===== config.mk =====
export PLATFORM = sky130hd
export DESIGN_NAME = trap_irq_ctrl
export DESIGN_NICKNAME = d
export VERILOG_FILES = /design/src/rtl/trap_irq_ctrl.sv
export SDC_FILE = /design/constraint.sdc
export NUM_CORES = 1
export LEC_CHECK = 0
export ABC_AREA = 1
export CORE_ASPECT_RATIO = 0.7
export CORE_UTILIZATION = 35
export CTS_CLUSTER_SIZE = 20
export DETAILED_ROUTE_END_ITERATION = 8
export PLACE_DENSITY = 0.72
export SLEW_MARGIN = 30
export SYNTH_ARGS = -nofsm -noshare
export SYNTH_HDL_FRONTEND = slang
export SYNTH_SLANG_ARGS = --single-unit

===== constraint.sdc =====
create_clock -name clk -period 3.39 [get_ports clk]
set_input_delay 0.339 -clock clk [delete_from_list [all_inputs] [get_ports clk]]
set_output_delay 0.339 -clock clk [all_outputs]
set_load 0.1 [all_outputs]

===== src/rtl/trap_irq_ctrl.sv =====
// Trap/interrupt controller: merges ecall and NUM_IRQ external lines into one
// trap request and drives the fetch-stage trap entry/return handshake.
module trap_irq_ctrl #(
  parameter int                 NUM_IRQ   = 4,
  parameter int                 XLEN      = 32,
  parameter logic [NUM_IRQ-1:0] EDGE_MASK = '0,
  parameter bit                 VECTORED  = 1'b1
) (
  input  logic               clk,
  input  logic               Rst,
  input  logic               mem_hold,
  input  logic [NUM_IRQ-1:0] irq,
  input  logic [NUM_IRQ-1:0] irq_en,
  input  logic               mie_global,
  input  logic               ecall,
  input  logic               trap_ret,
  input  logic [XLEN-1:0]    mtvec,
  output logic               trapping,
  output logic               trigger_trap,
  output logic               trigger_trap_ret,
  output logic [XLEN-1:0]    trap_target,
  output logic [XLEN-1:0]    mcause,
  output logic [NUM_IRQ-1:0] irq_pending,
  output logic [NUM_IRQ-1:0] irq_ack
);

  typedef enum logic [1:0] {IDLE, ENTER, TRAP, EXIT} state_t;

  state_t             state_reg;
  logic [NUM_IRQ-1:0] irq_q_reg;
  logic [NUM_IRQ-1:0] edge_pend_reg;
  logic [NUM_IRQ-1:0] irq_pending_reg;
  logic [NUM_IRQ-1:0] irq_ack_reg;
  logic               trapping_reg;
  logic               trigger_trap_reg;
  logic               trigger_trap_ret_reg;
  logic [XLEN-1:0]    mcause_reg;
  logic [XLEN-1:0]    trap_target_reg;

  logic [NUM_IRQ-1:0] edge_rise;
  logic [NUM_IRQ-1:0] edge_pend_next;
  logic [NUM_IRQ-1:0] pending_cur;
  logic [NUM_IRQ-1:0] eligible;
  logic [NUM_IRQ-1:0] win_onehot;
  logic               win_found;
  logic [3:0]         win_idx;
  logic [4:0]         irq_code;
  logic [XLEN-1:0]    base;
  logic [XLEN-1:0]    irq_mcause;
  logic [XLEN-1:0]    irq_target;

  // A new edge in the same cycle as its acknowledge keeps the bit pending.
  assign edge_rise      = irq & ~irq_q_reg & EDGE_MASK;
  assign edge_pend_next = (edge_pend_reg & ~irq_ack_reg) | edge_rise;
  assign pending_cur    = edge_pend_reg | (irq & ~EDGE_MASK);
  assign eligible       = pending_cur & irq_en & {NUM_IRQ{mie_global}};

  // Scan from the top so the lowest-index eligible source wins.
  always_comb begin
    win_found = 1'b0;
    win_idx   = 4'd0;
    for (int i = NUM_IRQ - 1; i >= 0; i--) begin
      if (eligible[i]) begin
        win_found = 1'b1;
        win_idx   = 4'(i);
      end
    end
  end

  generate
    for (genvar gi = 0; gi < NUM_IRQ; gi++) begin : g_onehot
      assign win_onehot[gi] = win_found && (win_idx == 4'(gi));
    end
  endgenerate

  // Cause code of IRQ i is 16+i, i.e. a 1 prepended to the 4-bit index.
  assign irq_code   = {1'b1, win_idx};
  assign base       = mtvec & {{(XLEN-2){1'b1}}, 2'b00};
  assign irq_mcause = {1'b1, {(XLEN-6){1'b0}}, irq_code};

  generate
    if (VECTORED) begin : g_vec
      assign irq_target = base + {{(XLEN-7){1'b0}}, irq_code, 2'b00};
    end else begin : g_flat
      assign irq_target = base;
    end
  endgenerate

  always_ff @(posedge clk) begin
    if (Rst) begin
      state_reg            <= IDLE;
      irq_q_reg            <= irq;
      edge_pend_reg        <= '0;
      irq_pending_reg      <= '0;
      irq_ack_reg          <= '0;
      trapping_reg         <= 1'b0;
      trigger_trap_reg     <= 1'b0;
      trigger_trap_ret_reg <= 1'b0;
      mcause_reg           <= '0;
      trap_target_reg      <= '0;
    end else begin
      irq_q_reg       <= irq;
      edge_pend_reg   <= edge_pend_next;
      irq_pending_reg <= (edge_pend_next | (irq & ~EDGE_MASK)) & irq_en;
      irq_ack_reg     <= '0;
      case (state_reg)
        IDLE: begin
          if (!mem_hold && (ecall || win_found)) begin
            state_reg        <= ENTER;
            trapping_reg     <= 1'b1;
            trigger_trap_reg <= 1'b1;
            if (ecall) begin
              mcause_reg      <= XLEN'(11);
              trap_target_reg <= base;
            end else begin
              mcause_reg      <= irq_mcause;
              trap_target_reg <= irq_target;
              irq_ack_reg     <= win_onehot;
            end
          end
        end
        ENTER: begin
          if (!mem_hold) begin
            state_reg        <= TRAP;
            trigger_trap_reg <= 1'b0;
          end
        end
        TRAP: begin
          if (trap_ret && !mem_hold) begin
            state_reg            <= EXIT;
            trapping_reg         <= 1'b0;
            trigger_trap_ret_reg <= 1'b1;
          end
        end
        EXIT: begin
          if (!mem_hold) begin
            state_reg            <= IDLE;
            trigger_trap_ret_reg <= 1'b0;
          end
        end
        default: state_reg <= IDLE;
      endcase
    end
  end

  assign trapping         = trapping_reg;
  assign trigger_trap     = trigger_trap_reg;
  assign trigger_trap_ret = trigger_trap_ret_reg;
  assign mcause           = mcause_reg;
  assign trap_target      = trap_target_reg;
  assign irq_pending      = irq_pending_reg;
  assign irq_ack          = irq_ack_reg;

endmodule


* After elaboration in Yosys (flattened, before gate mapping)
Index checks and enable logic that the tools add are counted.
** Storage, ports and cells
- Register bits after elaboration :: 81
** Operators by class
- Bitwise operators :: 9
- Add/sub/neg operators :: 1
- Equal/unequal tests :: 10
- Reduce and logical (&&, ||, !) cells :: 19
- Multiplexer cells :: 22
** Operators by type and width (number)
- $mux 32 :: 2
- $add 32x7->32 :: 1
- $and 4x4->4 :: 4
- $mux 2 :: 7
- $reduce_and 3->1 :: 3
- $eq 4x2->1 const B :: 2
- $mux 1 :: 8
- $ne 2x2->1 const B :: 4
- $or 4x4->4 :: 2
- $pmux 2 s4 :: 1
- $logic_and 1x1->1 :: 6
- $pmux 1 s2 :: 3
- $reduce_bool 2->1 :: 3
- $eq 2x2->1 const B :: 2
- $eq 4x1->1 const B :: 1
- $logic_not 4->1 :: 1
- $mux 4 :: 1
- $not 4->4 :: 1
- $reduce_and 4->1 :: 1
- $reduce_or 4->1 :: 1
- $eq 2x1->1 const B :: 1
- $logic_not 2->1 :: 1
- $not 1->1 :: 2
- $reduce_and 2->1 :: 1
- other kinds (2) :: 2

* Logic depth before layout (Yosys ltp)
Gate-level depths: netlist (run 1).
- Word-level depth :: 11
- Depth in mapped cells :: 21
- Depth with buffers taken out :: 21

* Worst setup path after synthesis (run 1)
OpenSTA, ideal clock, no wires.
- Path type :: input to register
- Start point :: in irq_en[3]
- End point :: reg trap_target_reg[20] (netlist: trap_target[20])
- Arrival time :: 2.198 ns
- Slack :: 1.073 ns
- Stages on the path :: 19
- Library setup time :: 0.119 ns
- Buffers on the path :: 0
- Required time :: 3.271 ns
- Cells stage by stage :: nand2_1 -> inv_1 -> nand2_1 -> a21oi_1 -> o21ai_0 -> inv_1 -> ha_1 -> inv_1 -> fa_1 -> inv_1 -> nand3_2 -> nand2_4 -> nand2_4 -> nor2_4 -> nand2_4 -> nor2_2 -> nand2_1 -> a21oi_1 -> nor2_1
** Between the ends
- Longest elaborated chain between the ends :: 9
- Elaborated cells on any way between the ends :: 15
- Classes of those cells :: add/sub: 1; mux: 9; bitwise: 2; reduce/logical: 3
** RTL lines
- from (decl) :: line 13 : input logic [NUM_IRQ-1:0] irq_en,
- $and 4x4->4 (*) (2 in series) :: line 56 : assign eligible = pending_cur & irq_en & {NUM_IRQ{mie_global}};
- branches (longest 7 deep; another with $add 32x7->32)
- to (signal assigned) :: line 114 : trap_target_reg <= base;
- to (signal assigned) :: line 117 : trap_target_reg <= irq_target;
- to (decl) :: line 38 : logic [XLEN-1:0] trap_target_reg;
Every way passes the cells marked *.
A chain may end at the register's enable or synchronous reset.

* Worst setup path in the final report (run 1)
- Start point :: in mie_global
- End point :: reg trap_target_reg[20] (netlist: trap_target[20])
** Between the ends
- Longest elaborated chain between the ends :: 8
- Elaborated cells on any way between the ends :: 14
- Classes of those cells :: add/sub: 1; mux: 9; bitwise: 1; reduce/logical: 3
** RTL lines
- from (decl) :: line 14 : input logic mie_global,
- $and 4x4->4 (*) :: line 56
- branches (longest 7 deep; another with $add 32x7->32)
Marks and branches as above.

==> results of run 1 <==
-- cell type report --
cell class | count | area [um^2] | share of cell area [%]
Inverter | 59 | 223 | 5.09
Multi-Input combinational cell | 369 | 1900 | 43.4
Tap cell | 124 | 155 | 3.55
Timing Repair Buffer | 92 | 926 | 21.2
Sequential cell | 51 | 1020 | 23.3
Clock inverter | 3 | 26.3 | 0.601
Clock buffer | 5 | 125 | 2.86
-- power breakdown --
group	internal, W	leakage, nW	switching (W)
Combinational	0.000372	1.47	0.00125
Clock	0.000281	0.0748	0.000255
Sequential	0.000712	0.419	0.0000612
Total	0.00137	1.97	0.00156
-- critical path, delay by kind of cell --
| kind | cells | cell delay [ns] |
|---|---|---|
| buf+inv | 5 | 0.88 |
| compound gates | 3 | 0.42 |
| simple gates | 10 | 0.93 |
| fa+ha+maj | 2 | 0.61 |
-- worst max path at each step --
stage / start / endpoint / slack [ns] / cells past startpoint
2_1_floorplan: irq_en[3] / trap_target[20]$_SDFFE_PP0P_ / 1.07 / 19
3_3_place_gp: mie_global / trap_target[20]$_SDFFE_PP0P_ / 0.20 / 20
3_5_place_dp: mie_global / trap_target[20]$_SDFFE_PP0P_ / 0.16 / 20
4_1_cts: mie_global / trap_target[20]$_SDFFE_PP0P_ / 0.46 / 20
5_1_grt: mie_global / trap_target[20]$_SDFFE_PP0P_ / 0.08 / 20
6_report: mie_global / trap_target[20]$_SDFFE_PP0P_ / 0.41 / 20
-- placed cells by master (no fill, tap or decap), types with 6 or more instances in the layout --
| master | Yosys | final |
|---|---|---|
| o21a_1 | 6 | 6 |
| a21oi_1 | 30 | 30 |
| o21ai_1 | 18 | 18 |
| inv_1 | 52 | 52 |
| ha_1 | 7 | 7 |
| nor3_1 | 6 | 6 |
| nor2_2 | 6 | 6 |
| o21ai_0 | 17 | 17 |
| xor2_1 | 8 | 8 |
| inv_2 | 6 | 6 |
| nand4_1 | 6 | 6 |
| conb_1 | 1 | 29 |
| dfxtp_1 | 51 | 51 |
| clkdlybuf4s50_1 | 0 | 89 |
| nand3_1 | 32 | 32 |
| nand2_1 | 121 | 121 |
| nor2_1 | 49 | 49 |
-- per-layer routing --
metal | routed length, um | up-vias | track usage (%) | part of all wire (%)
met5 | 0 | - | 0 | 0
met4 | 107 | 0 | 4.37 | 1.2
met3 | 517 | 10 | 3.69 | 5.8
met2 | 3840 | 109 | 28.8 | 43
met1 | 4520 | 1446 | 25.9 | 50
li1 | - | 1678 | - | -
-- logic make-up (layout without fill, tap and decap cells) --
logic type	after synthesis	in the layout
AND/OR/NAND/NOR	244	244
buffers and inverters	104	159
AO/OA/AOI/OAI	75	75
flip-flops	51	51
XOR/XNOR	13	13
adder cells (fa/ha/maj)	8	8
other	1	29
-- metrics by stage --
stage                     hold WS [ns]  area (um^2)
final                            0.442         4370
after global routing             0.469         4370
after CTS                        0.447         4370
after detailed placement         0.435         4220
after floorplan                  0.419         3450
after global placement           0.428         4220
==> summary.md, run 1 <==
| Metric | Value |
|---|---|
| Synth Area in XOR/XNOR | 3.40% |
| Outcome | finished, final reports clean |
| CTS root buf | clkbuf_16 |
| Crit Path Class | in2reg |
| Max FFs per register | 30 |
| Via density per instance | about 4.6 |
| Final GP Congestion | ~0.87 |
| Main combinational cell family by area after synthesis | simple AND/OR/NAND/NOR gates |
| Post-synth EDFFs | 0 |
| Share of the synthesized area in the top cell type | between 30% and 40% |
| Synthesized-area fraction occupied by adder cells | under 10% |
| Final core occ | between 40% and 50% |
| Total grt overflow | 0 |
| DRT Pass-1 Iters | 4 |
| Number of synthesized register bits | 51 |
| DRC Markers | 0 |
| Initial Utilization | a little over a third |
| Hold path depth | 2 |
| Max Cap Viol | 0 |
| Layout area overhead | 30.7% |
| Number of global-route vias before repair | 3,069 |
| Synthesized area per cell | just under 7 um^2 |
| Reg2Reg Launch Point | edge_pend_reg[3]$_SDFF_PP0_ |
| Final ANT Viol Nets | 0 |
| Multiplexer area fraction after synthesis | 0% |
| Clk_lat worst skew | around 0.30 ns |
| Final Hold Viols | 0 |
| Via Count | ~3,200 |
| Worst path arrival time | between 3 and 4 ns |
| Largest net degree at the start of global routing | 34 |
| Mapped cell area | about 3300 um^2 |
| Commonest cells post-synth | nand2_1 (121), inv_1 (52), dfxtp_1 (51), nor2_1 (49), buf_4 (34) |
| Unique masters post-synth | 37 |
| Initial antenna violation count | 0 |
| Crit end category | flip-flop |
| # fillers | between 900 and 1,000 |
| Highest Clock Rate | ~0.34 GHz |
| Synth warnings | 0 |
| Synth Area in Simple Gates | 34.5% |
| Tot GR Track Use | 18.4% |
| Post-CTS Hold Buffers | 0 |
| WL/cell | roughly 13 um |
| Critical Path Start Type | input port |
| Setup-failing EPs final | 0 |
| Reg2reg setup slack | between 0.6 and 0.7 ns |
| Die Height | between 80 and 90 um |
| First-pass GRT wire length | roughly 15,000 um |
| Post-CTS setup buffers | 0 |
| CTS tree | yes |
| Post-CTS resize count | 0 |
| Final total power | between 0.002 and 0.003 W |
| Main area contributors after synthesis | dfxtp_1 (31%), nand2_1 (14%), buf_4 (7.6%), inv_1 (5.8%), nor2_1 (5.5%) |
| Critical Path Fanout Max | 4 |
| Total Wirelength | roughly 9000 um |
| Post-synth top area cell | dfxtp_1 |
| # port buffers | 89 |
| Setup TNS Final | 0 ns |
| Die width | roughly 120 um |
| PwrDens | 669 nW/um^2 |
| Final WS setup | around 0.41 ns |
| RSZ-0062 raised after global routing | no |
| CTS max path bufs | 2 |
| Critical-path top delay cell | clkdlybuf4s50_1 |
| Most instantiated library cell after synthesis | nand2_1 |
| Crit path cell chain | clkdlybuf4s50_1, nand2_1, inv_1, nand2_1, a21oi_1, o21ai_0, inv_1, ha_1, inv_1, fa_1, inv_1, nand3_2, nand2_4, nand2_4, nor2_4, nand2_4, nor2_2, nand2_1, a21oi_1, nor2_1 |
| Hold path startpoint | edge_pend_reg[2]$_SDFF_PP0_ |
| Setup WS pre-CTS | between 0.15 and 0.2 ns |
| Share of layout cells above drive strength 1 | under 10% |
| Die ar. | around 10000 um^2 |
| Min Tclk post-route | approximately 3.0 ns |
| Cell repeated most along the worst path | inv_1 |
| HPWL Detailed | between 6000 and 7000 um |
| Nets | roughly 630 |
| Synth Area in Compound Gates | 12.3% |
| DP Cell Count | between 600 and 700 |
| Clock Sinks | 51 |
| Clock-pin slew of the registers on the worst-case setup and hold paths | 0.08 ns |
| Core Area | roughly 9200 um^2 |
| Worst hold endpoint | edge_pend_reg[2]$_SDFF_PP0_ |
| Slew Viols, Final | 0 |
| Primary FF master, synth | dfxtp_1 |
| Clock Skews | between 0.007 and 0.008 ns |
| Synth async-reset ratio | 0% |
| # IOs | 121 |
| Worst vdd ir | around 0.49 mV |
| Path depth of the worst reg2reg path | 19 |
| Layout Cells excl Fill | 703 |
| CTS Buf Count | 5 |
| Rows | 29 |
| Crit path largest cell delay | 0.55 ns |
| Worst Hold Class | reg2reg |
| Worst R2R End | trap_target[20]$_SDFFE_PP0P_ |
| Static Leakage | around 2 nW |
| Fin crit share | between 80% and 90% |
| Slew @ Worst Pin | around 1 ns |
| Antenna cells | 0 |
| CP required | between 3 and 4 ns |
| H-tree Lvls | 2 |
| Sequential cell area fraction in the yosys report | 30.5% |
| Cells after Synth | between 400 and 500 |
| DR iter-0 viols | ~110 |
| Max-slew headroom | between 30% and 40% |
(Power assumes the default switching activity.)
==> run 2, diff against run 1 <==
--- a/config.mk
+++ b/config.mk
@@ -7,10 +7,10 @@
 export LEC_CHECK = 0
 export ABC_AREA = 1
 export CORE_ASPECT_RATIO = 0.7
-export CORE_UTILIZATION = 35
+export CORE_UTILIZATION = 49
 export CTS_CLUSTER_SIZE = 20
 export DETAILED_ROUTE_END_ITERATION = 8
-export PLACE_DENSITY = 0.72
+export PLACE_DENSITY = 0.94
 export SLEW_MARGIN = 30
 export SYNTH_ARGS = -nofsm -noshare
 export SYNTH_HDL_FRONTEND = slang
==> summary.md, run 2 (synthesis gave the netlist of run 1 again) <==
| Metric | Value |
|---|---|
| Multi-input gate area | about 1900 um^2 |
| Total grt overflow | 0 |
| Max-slew headroom | ~33% |
| Die width | between 100 and 150 um |
| Sequential Area | roughly 1000 um^2 |
| Final Hold Viols | 0 |
| Gate power share | roughly three fifths |
| Via density per instance | ~5.1 |
| HPWL Detailed | between 6000 and 7000 um |
| Most frequent cells in the layout | nand2_1 (121), clkdlybuf4s50_1 (89), inv_1 (52) |
| Top cell family by delay on the critical path | buffers and inverters |
| Antenna cells | 0 |
| Cell repeated most along the worst path | inv_1 |
| Highest Clock Rate | approximately 0.35 GHz |
| Number of global-route vias before repair | around 3,100 |
| Crit Path Class | in2reg |
| DRC Markers | 0 |
| Post-CTS Hold Buffers | 0 |
| DP Cell Count | around 660 |
| DRT Pass-1 Iters | 5 |
| Total Wirelength | 8890 um |
| Critical-path top delay cell | clkdlybuf4s50_1 |
| Post-CTS resize count | 0 |
| Min Tclk post-route | between 2 and 3 ns |
| Initial Utilization | 52.3% |
| Clk_lat worst skew | just over 0.3 ns |
| Switch share | approximately 56% |
| Rows | 24 |
| Slew Viols, Final | 0 |
| Nets | roughly 630 |
| CTS tree | yes |
| WL/cell | 13.3 um |
| H-tree Lvls | 2 |
| # IOs | between 100 and 150 |
| Critical Path Start Type | input port |
| CTS Buf Count | 5 |
| Clock Sinks | slightly above 50 |
| Crit path cell chain | clkdlybuf4s50_1, nand2_1, inv_1, nand2_1, inv_1, o21ai_0, inv_1, ha_1, inv_1, fa_1, inv_1, nand3_2, nand2_4, nand2_4, nor2_4, nand2_4, nor2_2, nand2_1, a21oi_1, nor2_1 |
| Power Internal | 0.00123 W |
| Crit path largest cell delay | ~0.55 ns |
| Worst vdd ir | between 0.5 and 0.6 mV |
| Buffers and inverters on the worst path | 6 |
| First-pass GRT wire length | approximately 14,000 um |
| Worst path arrival time | about 3.1 ns |
| Commonest non-fill, non-tap cell in the layout | nand2_1 |
| Critical Path Fanout Max | 4 |
| Flop pwr share | roughly 28% |
| Max FFs per register | 30 |
| # fillers | 561 |
| Tot GR Track Use | between 20 and 25% |
| Via Count | 3,399 |
| Setup-failing EPs final | 0 |
| Die Height | between 70 and 80 um |
| Layout Cells excl Fill | 670 |
| Layout area overhead | 27.5% |
| DR iter-0 viols | 176 |
| # port buffers | 89 |
| Initial antenna violation count | 0 |
| Final ANT Viol Nets | 0 |
| Core Area | about 6400 um^2 |
| Clock Skews | just over 0.008 ns |
| PwrDens | 649 nW/um^2 |
| Final GP Congestion | around 0.95 |
| RSZ-0062 raised after global routing | no |
| Static Leakage | around 1.9 nW |
| Crit end category | flip-flop |
| Share of layout cells above drive strength 1 | 7.77% |
| Max Cap Viol | 0 |
| Fin crit share | around 85% |
| CP required | roughly 3.6 ns |
| Worst Hold Class | reg2reg |
| P_sw | between 0.0015 and 0.002 W |
| Post-CTS setup buffers | 0 |
| CTS root buf | clkbuf_8 |
| Reg2reg setup slack | 0.74 ns |
| Final total power | approximately 0.0028 W |
| Outcome | finished, final reports clean |
| Die ar. | ~7200 um^2 |
| Setup TNS Final | 0 ns |
| Clock-pin slew of the registers on the worst-case setup and hold paths | 0.11 ns |
| Largest net degree at the start of global routing | between 40 and 50 |
| Clock power frac | between 10% and 20% |
| CTS max path bufs | 2 |
| Slew @ Worst Pin | around 1.0 ns |
==> run 2: cell count changes in the layout (fill, tap and decap cells not counted), sizes merged <==
| cell | previous run | this run |
|---|---|---|
| clkinv | 2 | 3 |
| inv | 60 | 59 |
==> run 2: layer usage <==
| layer | routed length (um) | GRT usage (%) |
|---|---|---|
| met5 | 0 | 0 |
| met4 | 103 | 6.60 |
| met3 | 712 | 5.73 |
| met2 | 4130 | 41.6 |
| met1 | 3940 | 31.4 |
==> run 2: power by group through the flow <==
stage	combinational, W	sequential (W)	clock [W]
2_1_floorplan	0.000588	0.00149	0
3_3_place_gp	0.00157	0.000781	0
3_5_place_dp	0.00161	0.000784	0
4_1_cts	0.00162	0.000772	0.000389
5_1_grt	0.00170	0.000785	0.000420
6_report	0.00162	0.000772	0.000378
==> run 2: worst register-to-register path: stages, from the launching register on <==
cell,delay (ns)
dfxtp_1,0.33
inv_1,0.07
nand2_1,0.06
nand2_1,0.08
inv_1,0.11
o21ai_0,0.15
inv_1,0.11
ha_1,0.19
inv_1,0.08
fa_1,0.42
inv_1,0.09
nand3_2,0.09
nand2_4,0.11
nand2_4,0.05
nor2_4,0.17
nand2_4,0.10
nor2_2,0.11
nand2_1,0.06
a21oi_1,0.14
nor2_1,0.05
==> run 2: worst paths after layout <==
| path | from | to | depth (start not counted) |
|---|---|---|---|
| worst max-delay path | mie_global | trap_target[20]$_SDFFE_PP0P_ | 20 |
| worst min-delay path | edge_pend_reg[2]$_SDFF_PP0_ | edge_pend_reg[2]$_SDFF_PP0_ | 2 |
| worst max register to register | edge_pend_reg[1]$_SDFF_PP0_ | trap_target[20]$_SDFFE_PP0P_ | 19 |
| worst min register to register | edge_pend_reg[2]$_SDFF_PP0_ | edge_pend_reg[2]$_SDFF_PP0_ | 2 |
==> run 2: through the flow <==
step | hold WS, ns | worst slack [ns] | cell area [um^2] | util, %
final | 0.447 | 0.497 | 4270 | 66.7
after global routing | 0.479 | 0.314 | 4270 | 66.7
after CTS | 0.448 | 0.529 | 4270 | 66.7
after detailed placement | 0.433 | 0.204 | 4170 | 65.2
after global placement | 0.426 | 0.227 | 4170 | 65.2
after floorplan | 0.419 | 1.07 | 3450 | -
==> run 2: final cells by class <==
cell class / count / share of cell area [%]
clock buffers: 5 / 1.61
clock inverters: 3 / 0.675
inverters: 59 / 5.22
multi-input cells: 369 / 44.5
flip-flops and latches: 51 / 23.9
well taps: 91 / 2.67
repair buffers: 92 / 21.4
==> run 3, diff against run 2 <==
--- a/config.mk
+++ b/config.mk
@@ -15,3 +15,4 @@
 export SYNTH_ARGS = -nofsm -noshare
 export SYNTH_HDL_FRONTEND = slang
 export SYNTH_SLANG_ARGS = --single-unit
+export TNS_END_PERCENT = 20
==> results of run 3 <==
Final layout, timing and power as in run 2 (identical DEF).
